--- src/rtl/spectrum_smoother_pkg.sv ---
// spectrum_smoother_pkg
//   Shared DSP definitions for the spectrum smoothing path:
//   - framing FSM state encoding (S_SYNC / S_RUN)
//   - AXI-Stream sample bundle (tdata, tuser = frame start, tlast = frame end)
//   - round_bias(): half-LSB bias for a power-of-two divide
package spectrum_smoother_pkg;

  // Native sample width of the magnitude stream; the sample struct is sized by it.
  localparam int SAMPLE_DW = 16;

  typedef enum logic [0:0] {
    S_SYNC = 1'b0,
    S_RUN  = 1'b1
  } state_t;

  typedef struct packed {
    logic [SAMPLE_DW-1:0] tdata;
    logic                 tuser;
    logic                 tlast;
  } axis_sample_t;

  // Bias added before a right shift by log2_win to round half up; zero for no shift.
  function automatic int round_bias(input int log2_win);
    if (log2_win == 0) begin
      return 0;
    end else begin
      return 32'sd1 <<< (log2_win - 1);
    end
  endfunction

endpackage

--- src/rtl/spectrum_smoother_moving.sv ---
// moving_sum
//   History shift register plus running accumulator for a 2^LOG2_WIN boxcar.
//   Ports:
//     clk, reset : clock, synchronous active-high reset
//     clear      : current sample starts a new frame (history restarts at x)
//     en         : current sample is processed (state advances)
//     x          : signed input sample, DW bits
//     sum_next   : combinational running sum including x, DW+LOG2_WIN bits
module moving_sum
  import spectrum_smoother_pkg::*;
#(
  parameter int DW       = SAMPLE_DW,
  parameter int LOG2_WIN = 2
) (
  input  logic                         clk,
  input  logic                         reset,
  input  logic                         clear,
  input  logic                         en,
  input  logic signed [DW-1:0]         x,
  output logic signed [DW+LOG2_WIN-1:0] sum_next
);

  localparam int WIN = 1 << LOG2_WIN;
  localparam int SW  = DW + LOG2_WIN;

  logic signed [SW-1:0] sum_r;
  logic signed [DW-1:0] hist_r [WIN];
  logic signed [SW-1:0] x_ext_s;
  logic signed [SW-1:0] old_ext_s;

  assign x_ext_s   = SW'(x);
  assign old_ext_s = SW'(hist_r[WIN-1]);

  // Next running sum: a frame start treats all earlier samples as zero.
  always_comb begin
    sum_next = sum_r;
    if (clear) begin
      sum_next = x_ext_s;
    end else begin
      sum_next = sum_r + x_ext_s - old_ext_s;
    end
  end

  // Accumulator and history update on every processed sample.
  always_ff @(posedge clk) begin
    if (reset) begin
      sum_r <= '0;
      for (int i = 0; i < WIN; i++) hist_r[i] <= '0;
    end else if (en) begin
      sum_r <= sum_next;
      if (clear) begin
        for (int i = 1; i < WIN; i++) hist_r[i] <= '0;
      end else begin
        for (int i = 1; i < WIN; i++) hist_r[i] <= hist_r[i-1];
      end
      hist_r[0] <= x;
    end
  end

endmodule

--- src/rtl/spectrum_smoother.sv ---
// spectrum_smoother
//   Boxcar moving-average smoother for framed AXI-Stream spectrum data, with
//   framing enforcement so downstream always sees FRAME_LEN-sample frames.
//   Optional build macro: SPECTRUM_SMOOTHER_ROUND_EN (round half up instead of
//   truncating toward minus infinity).
//   Ports:
//     clk, reset        : clock, synchronous active-high reset
//     ce                : clock enable; low freezes all state and deasserts tready_s
//     smooth_en         : 1 = smoothed output, 0 = raw sample (same latency)
//     tdata_s/tuser_s/tlast_s/tvalid_s/tready_s : input stream (tuser = frame start)
//     tdata_m/tuser_m/tlast_m/tvalid_m/tready_m : output stream, one register stage
//     frame_err         : one-cycle pulse alongside an output sample that broke framing
module spectrum_smoother
  import spectrum_smoother_pkg::*;
#(
  parameter int DW        = SAMPLE_DW,
  parameter int LOG2_WIN  = 2,
  parameter int FRAME_LEN = 1024
) (
  input  logic                 clk,
  input  logic                 reset,
  input  logic                 ce,
  input  logic                 smooth_en,
  input  logic signed [DW-1:0] tdata_s,
  input  logic                 tuser_s,
  input  logic                 tlast_s,
  input  logic                 tvalid_s,
  output logic                 tready_s,
  output logic signed [DW-1:0] tdata_m,
  output logic                 tuser_m,
  output logic                 tlast_m,
  output logic                 tvalid_m,
  input  logic                 tready_m,
  output logic                 frame_err
);

  localparam int SW = DW + LOG2_WIN;
  localparam int CW = (FRAME_LEN > 1) ? $clog2(FRAME_LEN) : 1;

`ifdef SPECTRUM_SMOOTHER_ROUND_EN
  localparam logic signed [SW-1:0] RND = SW'(round_bias(LOG2_WIN));
`else
  localparam logic signed [SW-1:0] RND = '0;
`endif

  state_t               state_r;
  state_t               state_next_s;
  logic [CW-1:0]        cnt_r;
  axis_sample_t         out_r;
  logic                 tvalid_r;
  logic                 frame_err_r;

  logic                 acc_s;
  logic                 proc_s;
  logic                 start_s;
  logic [CW:0]          pos_s;
  logic                 last_pos_s;
  logic                 err_s;
  logic                 tlast_out_s;
  logic signed [SW-1:0] sum_next_s;
  logic signed [SW-1:0] rounded_s;
  logic signed [DW-1:0] smooth_s;
  logic signed [DW-1:0] out_data_s;

  assign tready_s = ce && (!tvalid_r || tready_m);
  assign acc_s    = tvalid_s && tready_s;
  // In S_SYNC only a frame-start sample is taken in; everything else is dropped.
  assign proc_s   = acc_s && ((state_r == S_RUN) || tuser_s);
  assign start_s  = proc_s && tuser_s;

  // 1-based position of the current sample within its frame.
  assign pos_s       = tuser_s ? (CW+1)'(1) : ({1'b0, cnt_r} + (CW+1)'(1));
  assign last_pos_s  = (pos_s == (CW+1)'(FRAME_LEN));
  assign tlast_out_s = tlast_s || last_pos_s;
  assign err_s       = (tuser_s && (state_r == S_RUN) && ({1'b0, cnt_r} != (CW+1)'(FRAME_LEN)))
                     || (tlast_s != last_pos_s);

  moving_sum #(
    .DW       (DW),
    .LOG2_WIN (LOG2_WIN)
  ) u_moving_sum (
    .clk      (clk),
    .reset    (reset),
    .clear    (start_s),
    .en       (proc_s),
    .x        (tdata_s),
    .sum_next (sum_next_s)
  );

  assign rounded_s  = sum_next_s + RND;
  assign smooth_s   = DW'(rounded_s >>> LOG2_WIN);
  assign out_data_s = smooth_en ? smooth_s : tdata_s;

  // Framing FSM next state: any emitted frame end (real or forced) resyncs.
  always_comb begin
    state_next_s = state_r;
    case (state_r)
      S_SYNC: begin
        if (start_s) begin
          state_next_s = tlast_out_s ? S_SYNC : S_RUN;
        end else begin
          state_next_s = S_SYNC;
        end
      end
      S_RUN: begin
        if (proc_s && tlast_out_s) begin
          state_next_s = S_SYNC;
        end else begin
          state_next_s = S_RUN;
        end
      end
      default: state_next_s = S_SYNC;
    endcase
  end

  // FSM state and in-frame sample counter.
  always_ff @(posedge clk) begin
    if (reset) begin
      state_r <= S_SYNC;
      cnt_r   <= '0;
    end else if (ce) begin
      state_r <= state_next_s;
      if (proc_s) begin
        cnt_r <= start_s ? CW'(1) : cnt_r + CW'(1);
      end
    end
  end

  // Output register stage; frame_err rides with the sample it flags.
  always_ff @(posedge clk) begin
    if (reset) begin
      out_r       <= '0;
      tvalid_r    <= 1'b0;
      frame_err_r <= 1'b0;
    end else if (ce) begin
      if (proc_s) begin
        out_r.tdata <= out_data_s;
        out_r.tuser <= tuser_s;
        out_r.tlast <= tlast_out_s;
        tvalid_r    <= 1'b1;
        frame_err_r <= err_s;
      end else begin
        if (tready_m) begin
          tvalid_r <= 1'b0;
        end
        frame_err_r <= 1'b0;
      end
    end
  end

  assign tdata_m   = out_r.tdata;
  assign tuser_m   = out_r.tuser;
  assign tlast_m   = out_r.tlast;
  assign tvalid_m  = tvalid_r;
  assign frame_err = frame_err_r;

endmodule

--- config.mk ---
export PLATFORM = sky130hd
export DESIGN_NAME = spectrum_smoother
export DESIGN_NICKNAME = d
export VERILOG_FILES = /design/src/rtl/spectrum_smoother_pkg.sv /design/src/rtl/spectrum_smoother_moving.sv /design/src/rtl/spectrum_smoother.sv
export SDC_FILE = /design/constraint.sdc
export NUM_CORES = 1
export LEC_CHECK = 0
export ABC_AREA = 0
export CORE_UTILIZATION = 53
export DETAILED_ROUTE_END_ITERATION = 6
export GPL_TIMING_DRIVEN = 0
export PLACE_DENSITY = 0.78
export SYNTH_ARGS = -nofsm -noshare
export SYNTH_HDL_FRONTEND = slang
export SYNTH_SLANG_ARGS = --single-unit
--- constraint.sdc ---
create_clock -name clk -period 2.4 [get_ports clk]
set_input_delay 0.36 -clock clk [delete_from_list [all_inputs] [get_ports clk]]
set_output_delay 0.36 -clock clk [all_outputs]
set_load 0.01 [all_outputs]
Yosys cells after proc, flatten, opt, wreduce, memory -nomap -nowiden

Memories as Yosys holds them, arrays and structs flattened.
Cells that the tools add are included.

Output and inout bits: 21
Register bits: 49
Logic and storage cells: 68
Bits in writable memories: 64
Memories: 1
Bits of input ports: 24

Multiplexer cells: 31
$add $sub $neg: 4
Bitwise operators: 8
Eq/ne operators: 2
Reductions and logical operators: 14

Memories:

| memory              | depth | width | rd ports | clocked after Yosys merged registers in | wr ports | line                           | text |
|---|---|---|---|---|---|---|---|
| u_moving_sum.hist_r | 4     | 16    | 4        | 0                                       | 4        | spectrum_smoother_moving.sv:27 | `logic signed [DW-1:0] hist_r [WIN];` |

Operators with widths:

| cell                                          | count |
|---|---|
| two-way mux 16 bit                            | 8 |
| two-way mux 1 bit                             | 19 |
| adder 18 x 16 -> 18 bit                       | 1 |
| two-way mux 18 bit                            | 1 |
| subtractor 18 x 16 -> 18 bit                  | 1 |
| adder 10 x 1 -> 11 bit, second input constant | 1 |
| equality test 11 bit, second input constant   | 1 |
| two-way mux 11 bit                            | 1 |
| adder 10 x 1 -> 10 bit, second input constant | 1 |
| two-way mux 10 bit                            | 1 |
| bitwise OR 1 bit                              | 7 |
| logical AND 1 bit                             | 6 |
| logical OR 1 bit                              | 4 |
| AND reduction 2 bit                           | 2 |
| case mux 1 bit (2 select lines)               | 1 |
| nonzero test 2 bit                            | 1 |
| zero test 1 bit                               | 1 |
| inequality test 1 bit                         | 1 |
| inverter 1 bit                                | 1 |

Logic depth before layout (Yosys ltp)

Depth in word-level cells: 12
Gate-level depth with buffers: 12
Mapped depth without buffers: 12

Hierarchy

A second synthesis with hierarchy kept.

Cell total of the unflattened synthesis: 687
Area, all modules: 6231.0 um^2

Modules (own cells, without submodules):

| module            | area an instance (um^2) | times used | cells each | sequential area each (um^2) |
|---|---|---|---|---|
| moving_sum        | 4640.7                  | 1          | 522        | 1961.9 |
| spectrum_smoother | 1590.3                  | 1          | 165        | 620.6 |

Least setup slack after synthesis

OpenSTA, ideal clock, no wires.

Path type: in2reg
Start: input port tdata_s[11]
End: register out_r, in the netlist tdata_m[11]
Path buffers: 0
Setup slack: -227 ps
Cell stages on the path: 10
Required time: 2265 ps
Arrival time: 2492 ps
Library setup time: 135 ps
Cell sequence: inv_1 > fa_1 > inv_1 > ha_1 > a21oi_1 > nand2_1 > a221o_1 > or3_1 > nand3_1 > a311oi_1

Cells in the longest elaborated chain, start to end: 4

RTL lines:

| element                      | line                           | text |
|---|---|---|
| start: declaration           | spectrum_smoother.sv:24        | `input logic signed [DW-1:0] tdata_s,` |
| adder 18 x 16 -> 18 bit      | spectrum_smoother_moving.sv:40 | `sum_next = sum_r + x_ext_s - old_ext_s;` |
| subtractor 18 x 16 -> 18 bit | spectrum_smoother_moving.sv:40 |  |
| two-way mux 18 bit           | spectrum_smoother_moving.sv:37 | `if (clear) begin` |
| two-way mux 16 bit *         | spectrum_smoother.sv:92        | `assign out_data_s = smooth_en ? smooth_s : tdata_s;` |
| end: declaration             | spectrum_smoother.sv:49        | `axis_sample_t out_r;` |

Mark *: on every way between the ends. The rest lies on a longest branch, timed or not.
A chain may end at the register's enable or synchronous reset.

Worst setup path after layout

Start: register u_moving_sum.sum_r[4]
End: register out_r, in the netlist tdata_m[15]

Cells in the longest elaborated chain, start to end: 4

RTL lines:

| element                      | line                           | text |
|---|---|---|
| start: declaration           | spectrum_smoother_moving.sv:26 | `logic signed [SW-1:0] sum_r;` |
| start signal: assignment     | spectrum_smoother_moving.sv:50 | `sum_r <= sum_next;` |
| adder 18 x 16 -> 18 bit      | spectrum_smoother_moving.sv:40 |  |
| subtractor 18 x 16 -> 18 bit | spectrum_smoother_moving.sv:40 |  |
| two-way mux 18 bit           | spectrum_smoother_moving.sv:37 |  |
| two-way mux 16 bit           | spectrum_smoother.sv:92        |  |

Every way passes these cells.

==> summary.md <==
| Metric | Value |
|---|---|
| Status | complete, but fails checks |
| First-pass GRT wire length | 29900 um |
| Post-synthesis cell count | 710 |
| Setup CP Type | reg2reg |
| Worst R2R End | tdata_m[15] |
| Final slew viol count | 0 |
| Synth Area in Compound Gates | 0.200 |
| FILL cells | 787 |
| Most frequent cells in the layout | nand2_1 (92), dfxtp_1 (68), a21oi_1 (56), inv_1 (44), nor2_1 (38) |
| Setup WS post-layout | -312 ps |
| Buffers added on ports | 43 |
| CTS buffer count | 17 |
| DRT antenna net count | 0 |
| Syn_nets | 772 |
| Mux cell area share after synthesis | 0.00648 |
| Post-synth EDFFs | 32 |
| Count of final setup violators | 28 |
| WL per Instance | 20.7 um |
| Synthesized flop and latch total | 113 |
| Setup skew after layout | 6.76 ps |
| Min Tclk post-route | 2710 ps |
| Remaining DRCs | 0 |
| Ys async rst share | 0 |
| Synth Area per Inst | 8.70 um^2 |
| Arrival time worst endpoint | 3020 ps |
| Crit start category | flop |
| Register area share after synthesis | 0.418 |
| Worst VDD drop | 0.614 mV |
| Failing checks | setup timing |
| WL final | 20000 um |
| Pwr/cell area | 746 nW/um^2 |
| Final Net Count | 874 |
| Final hold violations | 0 |
| Number of global-route vias before repair | 5831 |
| Max Cap Viol | 0 |
| Dpl ws | -1070 ps |
| Tcrit/Tclk final | 1.13 |
| Simple-gate share of the synthesized area | 0.188 |
| Worst hold path depth | 3 |
| Post-Synth XOR/XNOR Area | 0.00993 |
| Hold Buf Count CTS | 0 |
| Clock-pin slew on the worst setup and hold paths | 60 ps |
| Area Growth Syn to Fin | 33.9% |
| Critical Path Sink Type | flop |
| Synth cell types | 66 |
| H-tree depth | 4 |
| Largest family of logic cells by synthesized area | compound AO/OA/AOI/OAI gates |
| Initial antenna violation count | 0 |
| ANT cells | 0 |
| GPL Wtd Cong | 0.912 |
| GRT Resource Usage Total | 0.336 |
| Ys flop type | dfxtp_1 |
| CTS tree | built |
| CTS sink cnt | 113 |
| Via count | 6096 |
| Most common library cell in the layout ignoring fill and taps | nand2_1 |
| F_max | 369 MHz |
| Worst r2r path cells | 11 |
| Total grt overflow | 0 |
| I/O pin cnt | 45 |
| Ys Warns | 0 |
| Vias/cell | 6.30 |
| RSZ-0062 raised after global routing | yes |
| Dpl hpwl | 13100 um |
| Sum of negative setup slack | -5400 ps |
| LEAKAGE | 3.20 nW |
| Die area | 12100 um^2 |
| Chip width | 110 um |
| Layout cells sized above 1 | 0.275 |
| Worst Hold Launch | tdata_s[5] |
| Clk_lat worst skew | 420 ps |
| Initial DRC Count | 605 |
| Core area | 11400 um^2 |
| Largest net degree at the start of global routing | 17 |
| Initial core utilization | 0.543 |
| Hold-critical path endpoint | tdata_m[5] |
| Area share of fa/ha/maj cells after synthesis | 0.0993 |
| Root buf cell | clkbuf_16 |
| Hold Crit Class | in2reg |
| Crit-path max FO | 5 |
| Critical path data required time | 2710 ps |
| Flop2flop setup slack | -310 ps |
| Worst-margin pin slew | 721 ps |
| Row count | 39 |
| Post-synth design cell area | 6170 um^2 |
| Worst-case clock buffer depth | 2 |
| Pre-antenna DRT Iters | 6 |
| Die Ht | 110 um |
| Slew Limit Headroom | 0.520 |
| Worst R2R Start | u_moving_sum.sum_r[4] |
-- per-stage QoR --
step	instance area, um^2	std cells	power [mW]	utilization	hold slack [ps]
2_1_floorplan	6360	710	2.90	-	432
3_3_place_gp	6970	896	3.20	0.613	424
3_5_place_dp	6970	896	3.23	0.613	435
4_1_cts	8020	953	5.93	0.705	399
5_1_grt	8270	968	6.33	0.727	425
6_report	8270	968	6.17	0.727	405
-- how the worst max path moves through the flow --
stage	startpoint	end	slack [ps]
detailed placement	tdata_s[8]	u_moving_sum.sum_r[15]	-1070
global placement	tdata_s[8]	u_moving_sum.sum_r[15]	-1070
CTS	u_moving_sum.sum_r[9]	tdata_m[15]	-210
global route	u_moving_sum.sum_r[4]	tdata_m[11]	-350
finish	u_moving_sum.sum_r[4]	tdata_m[15]	-310
floorplan	tdata_s[8]	tdata_m[11]	-50
-- synth_stat cells, types with 3 or more instances --
master | number | area share
a221oi_1 | 7 | 0.0099
edfxtp_1 | 32 | 0.16
ha_1 | 21 | 0.043
fa_1 | 17 | 0.055
nand2_1 | 95 | 0.058
nor2_1 | 41 | 0.025
buf_2 | 20 | 0.016
clkbuf_1 | 19 | 0.012
nand3b_1 | 4 | 0.0049
and2_1 | 6 | 0.0061
xnor2_1 | 7 | 0.0099
dfxtp_1 | 81 | 0.26
a31oi_1 | 11 | 0.011
a21o_1 | 8 | 0.0097
o21a_1 | 4 | 0.0049
a211oi_2 | 3 | 0.0061
a21oi_1 | 64 | 0.052
mux2i_1 | 4 | 0.0065
o211ai_1 | 4 | 0.0049
or3_1 | 7 | 0.0071
nand3_1 | 19 | 0.015
and3_1 | 23 | 0.023
a211oi_1 | 19 | 0.023
a311oi_1 | 3 | 0.0043
nor3_1 | 20 | 0.016
a22oi_1 | 3 | 0.0036
a22o_1 | 3 | 0.0043
inv_1 | 75 | 0.046
nor4_1 | 7 | 0.0071
o21ai_0 | 33 | 0.027
-- final cells by class --
type | instances | area (um^2) | share of cell area
multi-input combinational | 479 | 3670 | 0.444
sequential | 113 | 2600 | 0.314
timing repair buffer | 85 | 757 | 0.0916
clock buffer | 27 | 524 | 0.0634
inverter | 76 | 302 | 0.0365
tap | 143 | 179 | 0.0216
buffer | 39 | 178 | 0.0215
clock inverter | 5 | 52.6 | 0.00636
timing repair inverter | 1 | 7.51 | 0.000908
-- repair_timing --
action                     in CTS  in global routing
gates resized for setup        94                 57
hold endpoints to repair        0                  0
pin swaps                      44                 38
gates cloned                    1                  0
setup endpoints to repair      61                 56
setup buffers                  24                 18
-- registers in the layout (all words and copies together) (netlist names), 10 cells and up --
register,cells
u_moving_sum.hist_r,64
u_moving_sum.sum_r,18
tdata_m,16
cnt_r,10
-- power breakdown --
| part | leakage (nW) | internal, mW | switching [mW] |
|---|---|---|---|
| clock network | 0.282 | 1.59 | 0.891 |
| registers | 0.999 | 2.04 | 0.0343 |
| logic | 1.92 | 0.710 | 0.908 |
| total | 3.20 | 4.33 | 1.83 |
-- logic make-up (layout without fill, tap and decap cells) --
kind of cell	Yosys count	after routing
mux	4	4
buf+inv	118	233
xor+xnor	7	7
flops	113	113
fa+ha+maj	39	39
simple gates	241	241
compound gates	188	188
-- worst max-delay path: stages, from the launching register on --
cell	delay, ps
dfxtp_1	360
inv_1	80
fa_1	510
inv_1	70
ha_4	260
o211ai_1	270
nand2_2	150
buf_4	160
o211a_4	160
o21ai_1	140
nand3_1	150
a32o_1	300
-- layer usage --
layer  up-vias  GRT usage  share of wire
met5         -          0              0
met1      2916      0.420           0.39
met3       104     0.0658          0.086
li1       2696          -              -
met4         0      0.165          0.051
met2       380      0.553           0.48
Power figures use the tool's default switching activity.
